File: config.mk
export PLATFORM = sky130hd
export DESIGN_NAME = stack_controller_flat
export DESIGN_NICKNAME = d
export VERILOG_FILES = /design/src/rtl/stack_pkg.sv /design/src/rtl/stack_if.sv /design/src/rtl/stack_mem.sv /design/src/rtl/stack_controller.sv /design/src/flat_wrapper.sv
export SDC_FILE = /design/constraint.sdc
export NUM_CORES = 1
export LEC_CHECK = 0
export CAP_MARGIN = 0
export CORE_ASPECT_RATIO = 0.8
export CORE_UTILIZATION = 55
export CTS_BUF_LIST = sky130_fd_sc_hd__clkbuf_4 sky130_fd_sc_hd__clkbuf_8 sky130_fd_sc_hd__clkbuf_16
export DETAILED_ROUTE_END_ITERATION = 7
export GPL_TIMING_DRIVEN = 0
export PLACE_DENSITY = 0.76
export SLEW_MARGIN = 20
export SYNTH_ARGS = -nofsm -noshare
export SYNTH_HDL_FRONTEND = slang
export SYNTH_SLANG_ARGS = --single-unit
File: constraint.sdc
create_clock -name clk -period 3.15 [get_ports clk]
set_input_delay 0.7875 -clock clk [delete_from_list [all_inputs] [get_ports clk]]
set_output_delay 0.7875 -clock clk [all_outputs]
set_load 0.01 [all_outputs]
File: src/rtl/stack_pkg.sv
// Shared defaults and the operation encoding for the stack controller.
package stack_pkg;
   localparam int STACK_DATA_WIDTH = 8;
   localparam int STACK_DEPTH      = 8;
   localparam int STACK_PTR_WIDTH  = $clog2(STACK_DEPTH) + 1;

   typedef enum logic [1:0] {
      OP_NONE = 2'd0,
      OP_PUSH = 2'd1,
      OP_POP  = 2'd2
   } op_e;
endpackage

File: src/rtl/stack_if.sv
// Request/acknowledge bundle between a stack client and stack_controller.
// Optional sticky err line is present when STACK_ERR_EN is defined.
// Handshake: push/pop are strobes sampled on every rising edge; an accepted
// request returns a one-cycle pushed/popped pulse on the next cycle, and
// dout is valid while popped is high.
interface stack_if #(
   parameter int DATA_WIDTH = 8,
   parameter int PTR_WIDTH  = 4
);
   logic [DATA_WIDTH-1:0] din;
   logic [DATA_WIDTH-1:0] dout;
   logic                  push;
   logic                  pop;
   logic                  pushed;
   logic                  popped;
   logic                  full;
   logic                  empty;
   logic [PTR_WIDTH-1:0]  stack_pointer;
`ifdef STACK_ERR_EN
   logic                  err;

   modport master (output din, push, pop,
                   input  dout, pushed, popped, full, empty, stack_pointer, err);
   modport slave  (input  din, push, pop,
                   output dout, pushed, popped, full, empty, stack_pointer, err);
`else
   modport master (output din, push, pop,
                   input  dout, pushed, popped, full, empty, stack_pointer);
   modport slave  (input  din, push, pop,
                   output dout, pushed, popped, full, empty, stack_pointer);
`endif
endinterface

File: src/rtl/stack_mem.sv
// Stack storage: DEPTH x DATA_WIDTH array, synchronous write, registered read.
// Contents are not reset; only the read register is.
module stack_mem #(
   parameter int DATA_WIDTH = 8,
   parameter int DEPTH      = 8,
   parameter int AW         = $clog2(DEPTH)
) (
   input  logic                  clk,
   input  logic                  rst,
   input  logic                  we,
   input  logic [AW-1:0]         waddr,
   input  logic [DATA_WIDTH-1:0] wdata,
   input  logic                  re,
   input  logic [AW-1:0]         raddr,
   output logic [DATA_WIDTH-1:0] rdata
);
   logic [DATA_WIDTH-1:0] mem [DEPTH];

   always_ff @(posedge clk) begin
      if (we) mem[waddr] <= wdata;
   end

   // Read register holds between pops so dout stays stable.
   always_ff @(posedge clk) begin
      if (rst)     rdata <= '0;
      else if (re) rdata <= mem[raddr];
   end
endmodule

File: src/rtl/stack_controller.sv
// LIFO stack controller: push-priority arbitration, pointer, flags, acks.
// Define STACK_ERR_EN to add the sticky err output for rejected requests.
module stack_controller
   import stack_pkg::*;
#(
   parameter int DATA_WIDTH = STACK_DATA_WIDTH,
   parameter int DEPTH      = STACK_DEPTH,
   parameter int PTR_WIDTH  = $clog2(DEPTH) + 1
) (
   input logic    clk,
   input logic    rst,
   stack_if.slave bus
);
   localparam int AW = $clog2(DEPTH);
   localparam logic [PTR_WIDTH-1:0] PTR_ONE  = PTR_WIDTH'(1);
   localparam logic [PTR_WIDTH-1:0] PTR_FULL = PTR_WIDTH'(DEPTH);

   logic [PTR_WIDTH-1:0] sp;
   logic [PTR_WIDTH-1:0] sp_next;
   logic                 pushed_q;
   logic                 popped_q;
   logic                 full;
   logic                 empty;
   op_e                  op;

   assign full  = (sp == PTR_FULL);
   assign empty = (sp == '0);

   // Push wins a tie; when full the push is rejected and the pop may proceed.
   always_comb begin
      op      = OP_NONE;
      sp_next = sp;
      if (bus.push && !full) begin
         op      = OP_PUSH;
         sp_next = sp + PTR_ONE;
      end else if (bus.pop && !empty && (!bus.push || full)) begin
         op      = OP_POP;
         sp_next = sp - PTR_ONE;
      end
   end

   always_ff @(posedge clk) begin
      if (rst) begin
         sp       <= '0;
         pushed_q <= 1'b0;
         popped_q <= 1'b0;
      end else begin
         sp       <= sp_next;
         pushed_q <= (op == OP_PUSH);
         popped_q <= (op == OP_POP);
      end
   end

   stack_mem #(
      .DATA_WIDTH (DATA_WIDTH),
      .DEPTH      (DEPTH)
   ) u_mem (
      .clk   (clk),
      .rst   (rst),
      .we    (op == OP_PUSH),
      .waddr (AW'(sp)),
      .wdata (bus.din),
      .re    (op == OP_POP),
      .raddr (AW'(sp - PTR_ONE)),
      .rdata (bus.dout)
   );

   assign bus.pushed        = pushed_q;
   assign bus.popped        = popped_q;
   assign bus.full          = full;
   assign bus.empty         = empty;
   assign bus.stack_pointer = sp;

`ifdef STACK_ERR_EN
   logic err_q;
   logic err_set;

   // A pop masked by a concurrent accepted push is not an error.
   assign err_set = (bus.push && full) || (bus.pop && !bus.push && empty);

   always_ff @(posedge clk) begin
      if (rst)          err_q <= 1'b0;
      else if (err_set) err_q <= 1'b1;
   end

   assign bus.err = err_q;
`endif
endmodule

File: src/flat_wrapper.sv
// flat-port wrapper written by rule: the top's interface ports become plain ports
module stack_controller_flat import stack_pkg::*;
#(
   parameter int DATA_WIDTH = STACK_DATA_WIDTH,
   parameter int DEPTH      = STACK_DEPTH,
   parameter int PTR_WIDTH  = $clog2(DEPTH) + 1
)
  (clk, rst, bus_din, bus_push, bus_pop, bus_dout, bus_pushed, bus_popped, bus_full, bus_empty, bus_stack_pointer);
  stack_if #(.DATA_WIDTH(DATA_WIDTH), .PTR_WIDTH(PTR_WIDTH)) bus_i ();
  input logic clk;
  input logic rst;
  input wire logic [$bits(bus_i.din)-1:0] bus_din;
  input wire logic [$bits(bus_i.push)-1:0] bus_push;
  input wire logic [$bits(bus_i.pop)-1:0] bus_pop;
  output wire logic [$bits(bus_i.dout)-1:0] bus_dout;
  output wire logic [$bits(bus_i.pushed)-1:0] bus_pushed;
  output wire logic [$bits(bus_i.popped)-1:0] bus_popped;
  output wire logic [$bits(bus_i.full)-1:0] bus_full;
  output wire logic [$bits(bus_i.empty)-1:0] bus_empty;
  output wire logic [$bits(bus_i.stack_pointer)-1:0] bus_stack_pointer;
  assign bus_i.din = bus_din;
  assign bus_i.push = bus_push;
  assign bus_i.pop = bus_pop;
  assign bus_dout = bus_i.dout;
  assign bus_pushed = bus_i.pushed;
  assign bus_popped = bus_i.popped;
  assign bus_full = bus_i.full;
  assign bus_empty = bus_i.empty;
  assign bus_stack_pointer = bus_i.stack_pointer;
  stack_controller #(.DATA_WIDTH(DATA_WIDTH), .DEPTH(DEPTH), .PTR_WIDTH(PTR_WIDTH)) u_core (.clk(clk), .rst(rst), .bus(bus_i));
endmodule
==> results.ini <==
[outcome]
status=completed

[synthesis]
synth-simple-area-share_pct=7.25
syn_area_per_cell_um2=17.0
synth_top_family_by_area=multiplexers
netlist_area_mm2=0.00326
yosysTopAreaCellShare_pct=58.9
yosysTopAreaCell=edfxtp_1
ys_warn_count=0
yosysMostFrequentCell=edfxtp_1
synth_area_leaders=edfxtp_1 (59%), mux4_1 (12%), dfxtp_1 (8.6%)
yosysUniqueCellTypes=33
synth_fa_ha_area_share_pct=0.767
synth_ff_type=edfxtp_1
ys_ff_latch=78
ys_async_sr_fraction_pct=0
synth_edf_count=64
synth-xor-area-share_pct=0.806
synth_common_cells=edfxtp_1 (64), nor2_1 (32), mux4_1 (15)
synth_cells=192
synth_nets=206
synth_mux_area_share_pct=13.4
synth_compound_area_share_pct=5.91
ys_seq_area_share_pct=67.5

[worst_setup_path]
cp_cell_sequence=buf_6, inv_1, ha_1, bufbuf_16, and3b_1, clkdlybuf4s50_1
start_kind=flop
crit_required_ns=2.36
max_stage_delay_ns=0.48
cp_max_fo=10
startpoint=u_core.bus.stack_pointer[0]
end_kind=output pin
crit_type=flop to output pin
critPathSlowestCell=clkdlybuf4s50_1
critPathTopFamily=buffers and inverters
critical_path_arrival_ns=2.18
cp_num_buf_inv=4
crit-reg2reg-launch=u_core.bus.stack_pointer[0]

[grt]
track_usage_pct=20.7
antenna_found_initial=0
grt_overflow=0
grt_max_degree=14
grt_pass1_wl_um=8760
first_global_vias=1657

[die]
die_h_um=70.9
core-area_mm2=0.00559
die_area_mm2=0.00624
row_count=24
ioPinCount=28
start_util_pct=58.4
fp.dieW_um=88.1

[sta]
post-route-period-util_pct=94.2
slew_viol_final=0
setup_violations=0
fmax_mhz=337
final_hold_viol_count=0
rsz0062_at_grt=false
tightest_slew_ns=0.901
finalCriticalPeriod_ns=2.97
relSlewSlack_pct=39.7
fin_worst_skew_ns=0.00825

[placed_design]
dp_cells=297
gp_congestion=0.765
portBuffers=27
hpwl_um=3740

[route]
drtIter0Drc=122
routed_wl_um=5640
drc=0
postRouteAntennaNets=0
dr.pass1.iters=5
vias=1751
vias_per_cell=5.61
routedWlPerCell_um=18.1

[layout]
nets=244
antenna_cells=0
area_delta_synth_final_pct=18.2
n_fill_cell=399
fin_cells=312
drive_above_1_share_pct=14.1

[clocking]
cts_hold_buf=0
cts.sinks=78
cts_tree=done
cts_inserted_buffers=9
cts-resized-gates=0
clk_latency_ns=0.35
cts-root-buf=clkbuf_8
cts_setup_buffers=0
clk_pin_slew_ns=0.08
htreeDepth=3
clockBufferDepth=2

[flow_run]
maxCapViolations=0

[pwr]
power_density_mw_per_mm2=988
p_leak_uw=0.00135
peakVddDrop_v=0.000423
total_power_uw=3810

[worst_hold_path]
hold_path.startpoint=u_core.u_mem.rdata[0]
hp-class=flop to flop

worst register-to-register path: cells and delay by family, from the launching register on:
family | cells | cell delay [ns]
buffers and inverters | 3 | 0.54
and+or+nand+nor | 2 | 0.90
AOI/OAI and AO/OA | 1 | 0.23
DFF | 1 | 0.42
adders and majority gates | 1 | 0.21
layout make-up:
cell class	count	area, um2	share of cell area [%]
Buffer	11	134	3.47
Clock buffer	9	124	3.21
Tap cell	78	97.6	2.53
Sequential cell	78	2200	57.2
Clock inverter	6	87.6	2.27
Inverter	2	7.51	0.195
Timing Repair Buffer	27	273	7.08
Multi-Input combinational cell	101	928	24.1
routing by layer:
| layer | track usage [%] | wire, um |
|---|---|---|
| met5 | 0 | 0 |
| met1 | 29.2 | 2720 |
| met3 | 7.35 | 284 |
| met4 | 6.45 | 62 |
| met2 | 30.6 | 2570 |
cell families after synthesis:
| kind of cell | after synthesis |
|---|---|
| AO/OA/AOI/OAI | 27 |
| adder cells (fa/ha/maj) | 2 |
| AND/OR/NAND/NOR | 51 |
| XOR/XNOR | 3 |
| buffers and inverters | 13 |
| multiplexers | 18 |
| flip-flops | 78 |
stage by stage:
stage                     instance area [um2]  utilization, %  hold slack [ns]  setup TNS [ns]  worst slack, ns
final                                    3850            69.0            0.473               0            0.184
after global routing                     3850            69.0            0.510               0           0.0790
after CTS                                3850            68.9            0.481               0           0.0380
after detailed placement                 3640            65.1            0.464               0            0.208
after global placement                   3630            65.0            0.457           -1.29           -0.161
after floorplan                          3260               -            0.511               0            0.645
flip-flops by register name, summed over array words and instances (netlist names):
register                  flops
u_core.u_mem.mem             64
u_core.u_mem.rdata            8
u_core.bus.stack_pointer      4
u_core.bus.popped             1
u_core.bus.pushed             1
cell usage in the layout, fill, tap and decap left out, types with 3 or more instances in the layout:
| cell | count |
|---|---|
| edfxtp_1 | 64 |
| nor2_1 | 32 |
| clkdlybuf4s50_1 | 26 |
| mux4_1 | 15 |
| clkbuf_8 | 13 |
| dfxtp_1 | 13 |
| a22o_1 | 8 |
| nand2_1 | 5 |
| a21oi_1 | 5 |
| nand2b_1 | 4 |
| o21ai_0 | 4 |
| buf_6 | 3 |
| and3b_1 | 3 |
power by group:
| part | switching, uW | internal [uW] | total (uW) |
|---|---|---|---|
| combinational | 823 | 815 | 1640 |
| clock | 347 | 441 | 789 |
| sequential | 70.3 | 1310 | 1380 |
final timing paths:
check,cells past startpoint,to,slack (ns)
worst max-delay path,6,bus_full,0.18
worst min-delay path,1,u_core.u_mem.rdata[0],0.47
worst max register to register,7,u_core.u_mem.mem[3][2],0.48
worst min register to register,1,u_core.u_mem.rdata[0],0.47
(Power assumes the default switching activity.)
